[config.mk]
export PLATFORM = sky130hd
export DESIGN_NAME = if_fetch_ctrl
export DESIGN_NICKNAME = d
export VERILOG_FILES = /design/src/rtl/if_fetch_ctrl.sv
export SDC_FILE = /design/constraint.sdc
export NUM_CORES = 1
export LEC_CHECK = 0
export ABC_AREA = 1
export CAP_MARGIN = 40
export CELL_PAD_IN_SITES_DETAIL_PLACEMENT = 1
export CELL_PAD_IN_SITES_GLOBAL_PLACEMENT = 1
export CORE_MARGIN = 1
export CORE_UTILIZATION = 35
export DETAILED_ROUTE_END_ITERATION = 16
export PLACE_DENSITY_LB_ADDON = 0.25
export SYNTH_ARGS = -nofsm -noshare
export SYNTH_HDL_FRONTEND = slang
export SYNTH_SLANG_ARGS = --single-unit
[constraint.sdc]
create_clock -name clk -period 5.2 [get_ports clk]
set_input_delay 1.56 -clock clk [delete_from_list [all_inputs] [get_ports clk]]
set_output_delay 1.56 -clock clk [all_outputs]
set_load 0.005 [all_outputs]
[src/rtl/if_fetch_ctrl.sv]
// Instruction-fetch controller: issues the PC to instruction memory, tracks one
// outstanding request, and buffers returned {pc, instr} pairs for the IF/ID stage.
module if_fetch_ctrl #(
  parameter int unsigned DEPTH    = 2,
  parameter logic [31:0] RESET_PC = 32'h0000_3000
) (
  input  logic        clk,
  input  logic        Reset_n,
  input  logic [31:0] pc,
  output logic        pc_en,
  input  logic        redirect,
  output logic        imem_req,
  output logic [31:0] imem_addr,
  input  logic        imem_gnt,
  input  logic        imem_rvalid,
  input  logic [31:0] imem_rdata,
  output logic        id_valid,
  output logic [31:0] id_instr,
  output logic [31:0] id_pc,
  input  logic        id_ready
);

  localparam int unsigned AW = $clog2(DEPTH);
  localparam int unsigned CW = AW + 1;

  typedef enum logic [1:0] {
    S_IDLE,
    S_WAIT,
    S_DROP
  } state_e;

  state_e          state_q, state_d;
  logic [31:0]     req_pc_q, req_pc_d;
  logic [AW-1:0]   wr_ptr_q, wr_ptr_d;
  logic [AW-1:0]   rd_ptr_q, rd_ptr_d;
  logic [CW-1:0]   count_q, count_d;
  logic [31:0]     instr_mem_q [DEPTH];
  logic [31:0]     pc_mem_q    [DEPTH];

  logic            in_wait;
  logic            issue;
  logic            accept;
  logic            push;
  logic            pop;
  logic [CW:0]     occ_after_pop;

  // NOTE: every signal assigned in always_comb gets a default first, so no
  // path through the block can leave it unassigned and infer a latch.
  always_comb begin
    in_wait       = (state_q == S_WAIT);
    pop           = (count_q != '0) && id_ready && !redirect;
    push          = in_wait && imem_rvalid && !redirect;
    // Counting the in-flight request reserves its FIFO slot before issue.
    occ_after_pop = {1'b0, count_q} + {{CW{1'b0}}, in_wait} - {{CW{1'b0}}, pop};
    issue         = Reset_n && !redirect
                    && ((state_q == S_IDLE) || (in_wait && imem_rvalid))
                    && (occ_after_pop < (CW + 1)'(DEPTH));
    accept        = issue && imem_gnt;

    imem_req  = issue;
    imem_addr = Reset_n ? pc : '0;
    pc_en     = Reset_n && (accept || redirect);
  end

  always_comb begin
    state_d  = state_q;
    req_pc_d = accept ? pc : req_pc_q;
    case (state_q)
      S_IDLE: if (accept) state_d = S_WAIT;
      S_WAIT: begin
        if (redirect)         state_d = imem_rvalid ? S_IDLE : S_DROP;
        else if (imem_rvalid) state_d = accept ? S_WAIT : S_IDLE;
      end
      S_DROP: if (imem_rvalid) state_d = S_IDLE;
      default: state_d = S_IDLE;
    endcase
  end

  always_comb begin
    count_d  = count_q + {{AW{1'b0}}, push} - {{AW{1'b0}}, pop};
    wr_ptr_d = wr_ptr_q + {{(AW-1){1'b0}}, push};
    rd_ptr_d = rd_ptr_q + {{(AW-1){1'b0}}, pop};
    if (redirect) begin
      count_d  = '0;
      wr_ptr_d = '0;
      rd_ptr_d = '0;
    end
  end

  // NOTE: sequential state uses non-blocking assignments so all flops update
  // together from pre-edge values, independent of block ordering.
  always_ff @(posedge clk or negedge Reset_n) begin
    if (!Reset_n) begin
      state_q  <= S_IDLE;
      req_pc_q <= '0;
      wr_ptr_q <= '0;
      rd_ptr_q <= '0;
      count_q  <= '0;
    end else begin
      state_q  <= state_d;
      req_pc_q <= req_pc_d;
      wr_ptr_q <= wr_ptr_d;
      rd_ptr_q <= rd_ptr_d;
      count_q  <= count_d;
    end
  end

  // NOTE: the storage is reset because the head entry drives id_instr/id_pc
  // directly, and those must read 0/RESET_PC out of reset.
  always_ff @(posedge clk or negedge Reset_n) begin
    if (!Reset_n) begin
      instr_mem_q <= '{default: '0};
      pc_mem_q    <= '{default: RESET_PC};
    end else if (push) begin
      instr_mem_q[wr_ptr_q] <= imem_rdata;
      pc_mem_q[wr_ptr_q]    <= req_pc_q;
    end
  end

  assign id_valid = (count_q != '0);
  assign id_instr = instr_mem_q[rd_ptr_q];
  assign id_pc    = pc_mem_q[rd_ptr_q];

endmodule

==> results of run 1 <==
==> cell type report <==
cell class                 count  share of cell area (%)
tap                          270                    3.34
inverter                     107                    3.98
multi-input combinational    480                    26.7
clock inverter                11                    1.14
clock buffer                  21                    4.66
timing repair buffer         192                    19.0
sequential                   166                    41.2
==> flip-flops by register name, indices dropped and copies added (netlist names) <==
name	cells
state_q	2
req_pc_q	32
count_q	2
instr_mem_q	64
rd_ptr_q	1
wr_ptr_q	1
pc_mem_q	64
==> what timing repair did <==
item,4_1_cts,5_1_grt
resized for setup,13,0
buffers inserted,3,0
endpoints found under the setup margin,2,0
==> cell usage in the layout, fill, tap and decap left out, types with 2 or more instances in the layout <==
master           instances
dlygate4sd2_1            2
mux2_2                  64
nand2_1                230
clkinv_4                 4
inv_1                  106
clkbuf_16               17
ha_4                     2
buf_2                    2
buf_4                   18
inv_6                    3
nor2_1                   5
dfstp_2                  4
xor2_1                   2
buf_12                   5
ha_1                     3
clkbuf_8                 4
nand4_1                 32
clkdlybuf4s50_1        162
o21ai_0                129
dfrtp_1                161
==> worst max-delay path: stages <==
cell and delay [ns]:
dlygate4sd2_1 0.24, nand2_2 0.08, nor2_2 0.05, ha_1 0.28, inv_1 0.06, nand2_1 0.07
fa_2 0.54, nand3_2 0.08, nor2_4 0.11, buf_4 0.11, and2_1 0.12, clkdlybuf4s15_2 0.20
==> routing by layer <==
metal / track usage (%) / vias up / wire length [µm]
li1: - / 2880 / -
met1: 24.5 / 2904 / 8570
met2: 30.4 / 109 / 9060
met3: 3.77 / 15 / 758
met4: 6.49 / 0 / 243
met5: 0 / - / 0
==> worst paths after layout <==
check,start,endpoint,slack [ns]
max,id_ready,imem_req,0.15
min,pc_mem_q[45]$_DFFE_PN1P_,pc_mem_q[45]$_DFFE_PN1P_,0.48
max reg2reg,count_q[1]$_DFF_PN0_,state_q[0]$_DFFE_PN0P_,2.32
min reg2reg,pc_mem_q[45]$_DFFE_PN1P_,pc_mem_q[45]$_DFFE_PN1P_,0.48
max in group asynchronous,Reset_n,req_pc_q[20]$_DFFE_PN0P_,3.11
min in group asynchronous,Reset_n,pc_mem_q[39]$_DFFE_PN0P_,1.04
==> cells by family (layout without fill, tap and decap cells) <==
logic type | Yosys count | after routing | share of synthesized area (%)
simple gates | 275 | 275 | 15.4
flops | 166 | 166 | 55.9
buf+inv | 159 | 331 | 8.46
compound gates | 131 | 131 | 8.86
mux | 64 | 64 | 9.69
fa+ha+maj | 6 | 6 | 1.11
xor+xnor | 4 | 4 | 0.572
==> per-stage QoR <==
stage,area (µm²),hold slack [ns],total power [W]
2_1_floorplan,7440,0.454,0.00210
3_3_place_gp,9490,0.471,0.00275
3_5_place_dp,9490,0.470,0.00278
4_1_cts,10100,0.483,0.00405
5_1_grt,10100,0.500,0.00424
6_report,10100,0.480,0.00398
==> report_power, final <==
part	switching [W]	total, W	internal [W]
Clock	0.000536	0.00124	0.000708
Sequential	0.000117	0.00170	0.00158
Combinational	0.000458	0.00104	0.000580
==> results.json, run 1 <==
{
  "status": "complete, no violations",
  "yosys.area.top_type": "dfrtp_1",
  "cts-root-buf": "clkbuf_16",
  "setup_viol_count_final": 0,
  "nets": 1040,
  "syn_avg_cell_area_um2": 9.24,
  "antenna_cells": 0,
  "cts_tree": "done",
  "htreeDepth": 4,
  "cp-end-kind": "primary output",
  "clkTransAtPathRegs_ns": 0.07,
  "vias": 5908,
  "p_leak_nw": 4.79,
  "min_period_ns": 5.05,
  "finalMaxSlewViolations": 0,
  "drv_cap": 0,
  "synth_most_common_cell": "nand2_1",
  "clock_path_buffers": 2,
  "fmax_mhz": 198,
  "drive_gt1_share_pct": 14.3,
  "area_delta_synth_final_pct": 35.8,
  "synth_top_area_share_pct": 54.5,
  "fill_cells": 2373,
  "synth_area_leaders": "dfrtp_1 54%, nand2_1 12%, mux2_2 9.7%",
  "synthTopCellsByCount": "231 x nand2_1, 162 x dfrtp_1, 129 x o21ai_0, 106 x inv_1, 64 x mux2_2",
  "powerDensity_nw_per_um2": 394,
  "grt_pass1_vias": 6218,
  "wl_per_cell_um": 14.9,
  "drt_pass1_iterations": 4,
  "die_h_um": 148,
  "stdcell_count": 1247,
  "clock-sinks": 166,
  "synth-async-reset-ratio_pct": 100,
  "startpoint_type": "input pin",
  "criticalPathCategory": "in2out",
  "rsz0062_at_grt": "false",
  "routed_wl_mm": 18.6,
  "io_pins": 169,
  "tightest_slew_ns": 0.728,
  "dp.cells": 1212,
  "grtUsageTotal_pct": 18.6,
  "vias_per_cell": 4.74,
  "drc": 0,
  "hold_class": "reg2reg",
  "r2r_cells": 12,
  "seqCellArea_um2": 4160,
  "fin_ws_ns": 0.148,
  "antenna_left": 0,
  "crit_fanout": 2,
  "skew_ns": 0.0119,
  "peakVddDrop_mv": 0.188,
  "cts_buffers": 17,
  "drt_iter0_markers": 216,
  "row_count": 52,
  "syn_inst": 805,
  "ys_warn_count": 0,
  "slew_headroom_pct": 51.1,
  "preCtsSetupSlack_ns": -0.424,
  "grt_first_pass_wirelength_mm": 31.8,
  "io_buffer_count": 168,
  "multi_input_area_um2": 2700,
  "utilization_pct": 49.1,
  "synth_ff_type": "dfrtp_1",
  "seq_area_frac_synth_pct": 55.9,
  "antenna_found_initial": 0,
  "required_ns": 3.64,
  "postCtsHoldBufs": 0,
  "synth_cell_type_count": 26,
  "dp_hpwl_mm": 12.4,
  "clk_latency_ns": 0.43,
  "initial_utilization_pct": 36.2,
  "cp.arrival_ns": 3.49,
  "die_area_um2": 21800,
  "ys_ff_latch": 166,
  "fin_crit_sh_pct": 97.1,
  "synth-edff-count": 0,
  "synthesis.nets": 881,
  "netlist_area_um2": 7440,
  "grt_max_degree": 69,
  "hold_violations": 0,
  "worstHoldPathCells": 2,
  "tns_ns": 0,
  "core_area_um2": 20600,
  "overflow": 0,
  "die_w_um": 148,
  "gp_congestion": 0.721
}
Note: power is estimated with default switching activity, not from simulation.
==> run 2: changes to the inputs <==
--- a/config.mk
+++ b/config.mk
@@ -9,10 +9,12 @@
 export CAP_MARGIN = 40
 export CELL_PAD_IN_SITES_DETAIL_PLACEMENT = 1
 export CELL_PAD_IN_SITES_GLOBAL_PLACEMENT = 1
+export CORE_ASPECT_RATIO = 1.4
 export CORE_MARGIN = 1
 export CORE_UTILIZATION = 35
 export DETAILED_ROUTE_END_ITERATION = 16
 export PLACE_DENSITY_LB_ADDON = 0.25
+export SLEW_MARGIN = 20
 export SYNTH_ARGS = -nofsm -noshare
 export SYNTH_HDL_FRONTEND = slang
 export SYNTH_SLANG_ARGS = --single-unit
==> run 2 against run 1 <==
  * Hold slack improved by 0.0084 ns
  * Combinational power barely moved
  * Routed wire length rose by 0.33%
  * Sequential power barely moved
  * Setup slack got worse by 0.023 ns
  * Clock skew fell by 0.0035 ns
  * Sequential share of layout area rose by 0.26 points
  * Final area fell by 0.62%
==> results.json, run 2 (same netlist as run 1, synthesis figures left out) <==
{
  "status": "complete, no violations",
  "timing.rr.start": "count_q[1]$_DFF_PN0_",
  "netSwitchingPower_w": 0.00111,
  "cts-root-buf": "clkbuf_16",
  "gp_congestion": 0.749,
  "fill_cells": 2397,
  "reg_top3": "instr_mem_q x64, pc_mem_q x64, req_pc_q x32",
  "power_frac_seq_pct": 42.9,
  "wl_per_cell_um": 15.2,
  "nets": 1037,
  "preCtsSetupSlack_ns": -0.436,
  "p_leak_nw": 4.75,
  "r2r_end": "req_pc_q[31]$_DFFE_PN0P_",
  "place_area_um2": 9420,
  "required_ns": 3.64,
  "io_buffer_count": 168,
  "grtUsageTotal_pct": 18.3,
  "fmax_mhz": 197,
  "cp.arrival_ns": 3.51,
  "vias_per_cell": 4.76,
  "p_clk_share_pct": 30.7,
  "row_count": 62,
  "cts_tree": "done",
  "antenna_cells": 0,
  "internal_power_w": 0.00284,
  "p_comb_share_pct": 26.4,
  "clock-sinks": 166,
  "vias": 5858,
  "grt_pass1_vias": 6248,
  "clk_latency_ns": 0.42,
  "clkTransAtPathRegs_ns": 0.07,
  "power_w": 0.00395,
  "postCtsHoldBufs": 0,
  "die_h_um": 175,
  "slew_headroom_pct": 53.7,
  "drc": 0,
  "drv_cap": 0,
  "min_to": "pc_mem_q[45]$_DFFE_PN1P_",
  "dr.max_layer_used": "met4",
  "area_delta_synth_final_pct": 35.0,
  "crit_fanout": 2,
  "overflow": 0,
  "worstHoldPathCells": 2,
  "die_w_um": 125,
  "min_period_ns": 5.07,
  "fin_crit_sh_pct": 97.6,
  "startpoint_type": "input pin",
  "initial_utilization_pct": 35.9,
  "antenna_left": 0,
  "r2r_slack_ns": 2.13,
  "wl_met2_mm": 9.46,
  "die_area_um2": 21900,
  "drt_iter0_markers": 221,
  "routed_wl_mm": 18.7,
  "fin_ws_ns": 0.126,
  "peakVddDrop_mv": 0.223,
  "io_pins": 169,
  "grt_first_pass_wirelength_mm": 31.4,
  "clock_path_buffers": 2,
  "tightest_slew_ns": 0.689,
  "swShare_pct": 28.2,
  "utilization_pct": 48.5,
  "dp_hpwl_mm": 12.1,
  "drt_pass1_iterations": 10,
  "dr_wl_met3_um": 635,
  "powerDensity_nw_per_um2": 394,
  "wirelength_met1_mm": 8.23,
  "htreeDepth": 4,
  "hold_violations": 0,
  "hold_class": "reg2reg",
  "cp-end-kind": "primary output",
  "core_area_um2": 20700,
  "criticalPathCategory": "in2out",
  "antenna_found_initial": 0,
  "tns_ns": 0,
  "rsz0062_at_grt": "false",
  "cts_buffers": 17,
  "final_common_cell": "nand2_1",
  "finalInstanceArea_um2": 10000,
  "skew_ns": 0.00840,
  "grt_max_degree": 79,
  "final_cell_mix": "229 x nand2_1, 162 x clkdlybuf4s50_1, 161 x dfrtp_1",
  "finalMaxSlewViolations": 0,
  "min_from": "pc_mem_q[45]$_DFFE_PN1P_",
  "r2r_cells": 14,
  "drive_gt1_share_pct": 14.0,
  "setup_viol_count_final": 0
}
==> run 2: cell types whose count changed in the layout (fill, tap and decap cells not counted), sizes merged <==
cell / previous run / this run
clkinv: 5 / 1
buf: 26 / 23
clkinvlp: 1 / 5
clkbuf: 22 / 21
inv: 111 / 112
==> run 2: how the worst max path moves through the flow <==
stage | slack [ns] | from | endpoint
after floorplan | 0.41 | id_ready | pc_en
after global placement | -0.42 | id_ready | pc_en
after global routing | 0.03 | id_ready | pc_en
final | 0.13 | id_ready | pc_en
after detailed placement | -0.44 | id_ready | pc_en
after CTS | 0.15 | id_ready | pc_en
==> run 2: repair_timing <==
| action | CTS | global route |
|---|---|---|
| resized for setup | 13 | 0 |
| setup buffers | 3 | 0 |
| endpoints found under the hold margin | 0 | 0 |
| endpoints found under the setup margin | 2 | 0 |
==> run 2: cell type report <==
| cell class | instances | area [µm²] | area share (%) |
|---|---|---|---|
| Multi-Input combinational cell | 480 | 2700 | 26.9 |
| Clock inverter | 12 | 120 | 1.20 |
| Inverter | 107 | 402 | 4.00 |
| Sequential cell | 166 | 4160 | 41.5 |
| Tap cell | 256 | 320 | 3.19 |
| Timing Repair Buffer | 189 | 1890 | 18.8 |
| Clock buffer | 20 | 447 | 4.45 |
==> run 2: critical path: stages <==
cell           delay [ns]
dlygate4sd2_1        0.22
nand2_2              0.07
nor2_2               0.13
ha_1                 0.24
inv_1                0.07
nand2_2              0.05
fa_2                 0.53
nand3_2              0.08
nor2_4               0.12
buf_6                0.12
nand3_4              0.06
a21oi_2              0.14
buf_2                0.12
==> run 2: layer usage <==
layer / vias to the layer above / GRT usage [%]
li1: 2866 / -
met1: 2862 / 22.9
met2: 108 / 31.3
met3: 22 / 3.54
met4: 0 / 6.66
met5: - / 0
==> run 2: stage by stage <==
step / hold slack (ns) / std cells
after CTS: 0.490 / 1229
after detailed placement: 0.478 / 1194
after global placement: 0.473 / 1194
after floorplan: 0.454 / 805
final: 0.488 / 1230
after global routing: 0.518 / 1230
==> run 2: power groups by stage <==
| stage | Clock (W) | Sequential (W) | Combinational (W) |
|---|---|---|---|
| 6_report | 0.00121 | 0.00170 | 0.00104 |
| 2_1_floorplan | 0 | 0.00168 | 0.000413 |
| 3_3_place_gp | 0 | 0.00171 | 0.00104 |
| 3_5_place_dp | 0 | 0.00172 | 0.00106 |
| 5_1_grt | 0.00129 | 0.00174 | 0.00118 |
| 4_1_cts | 0.00125 | 0.00170 | 0.00107 |
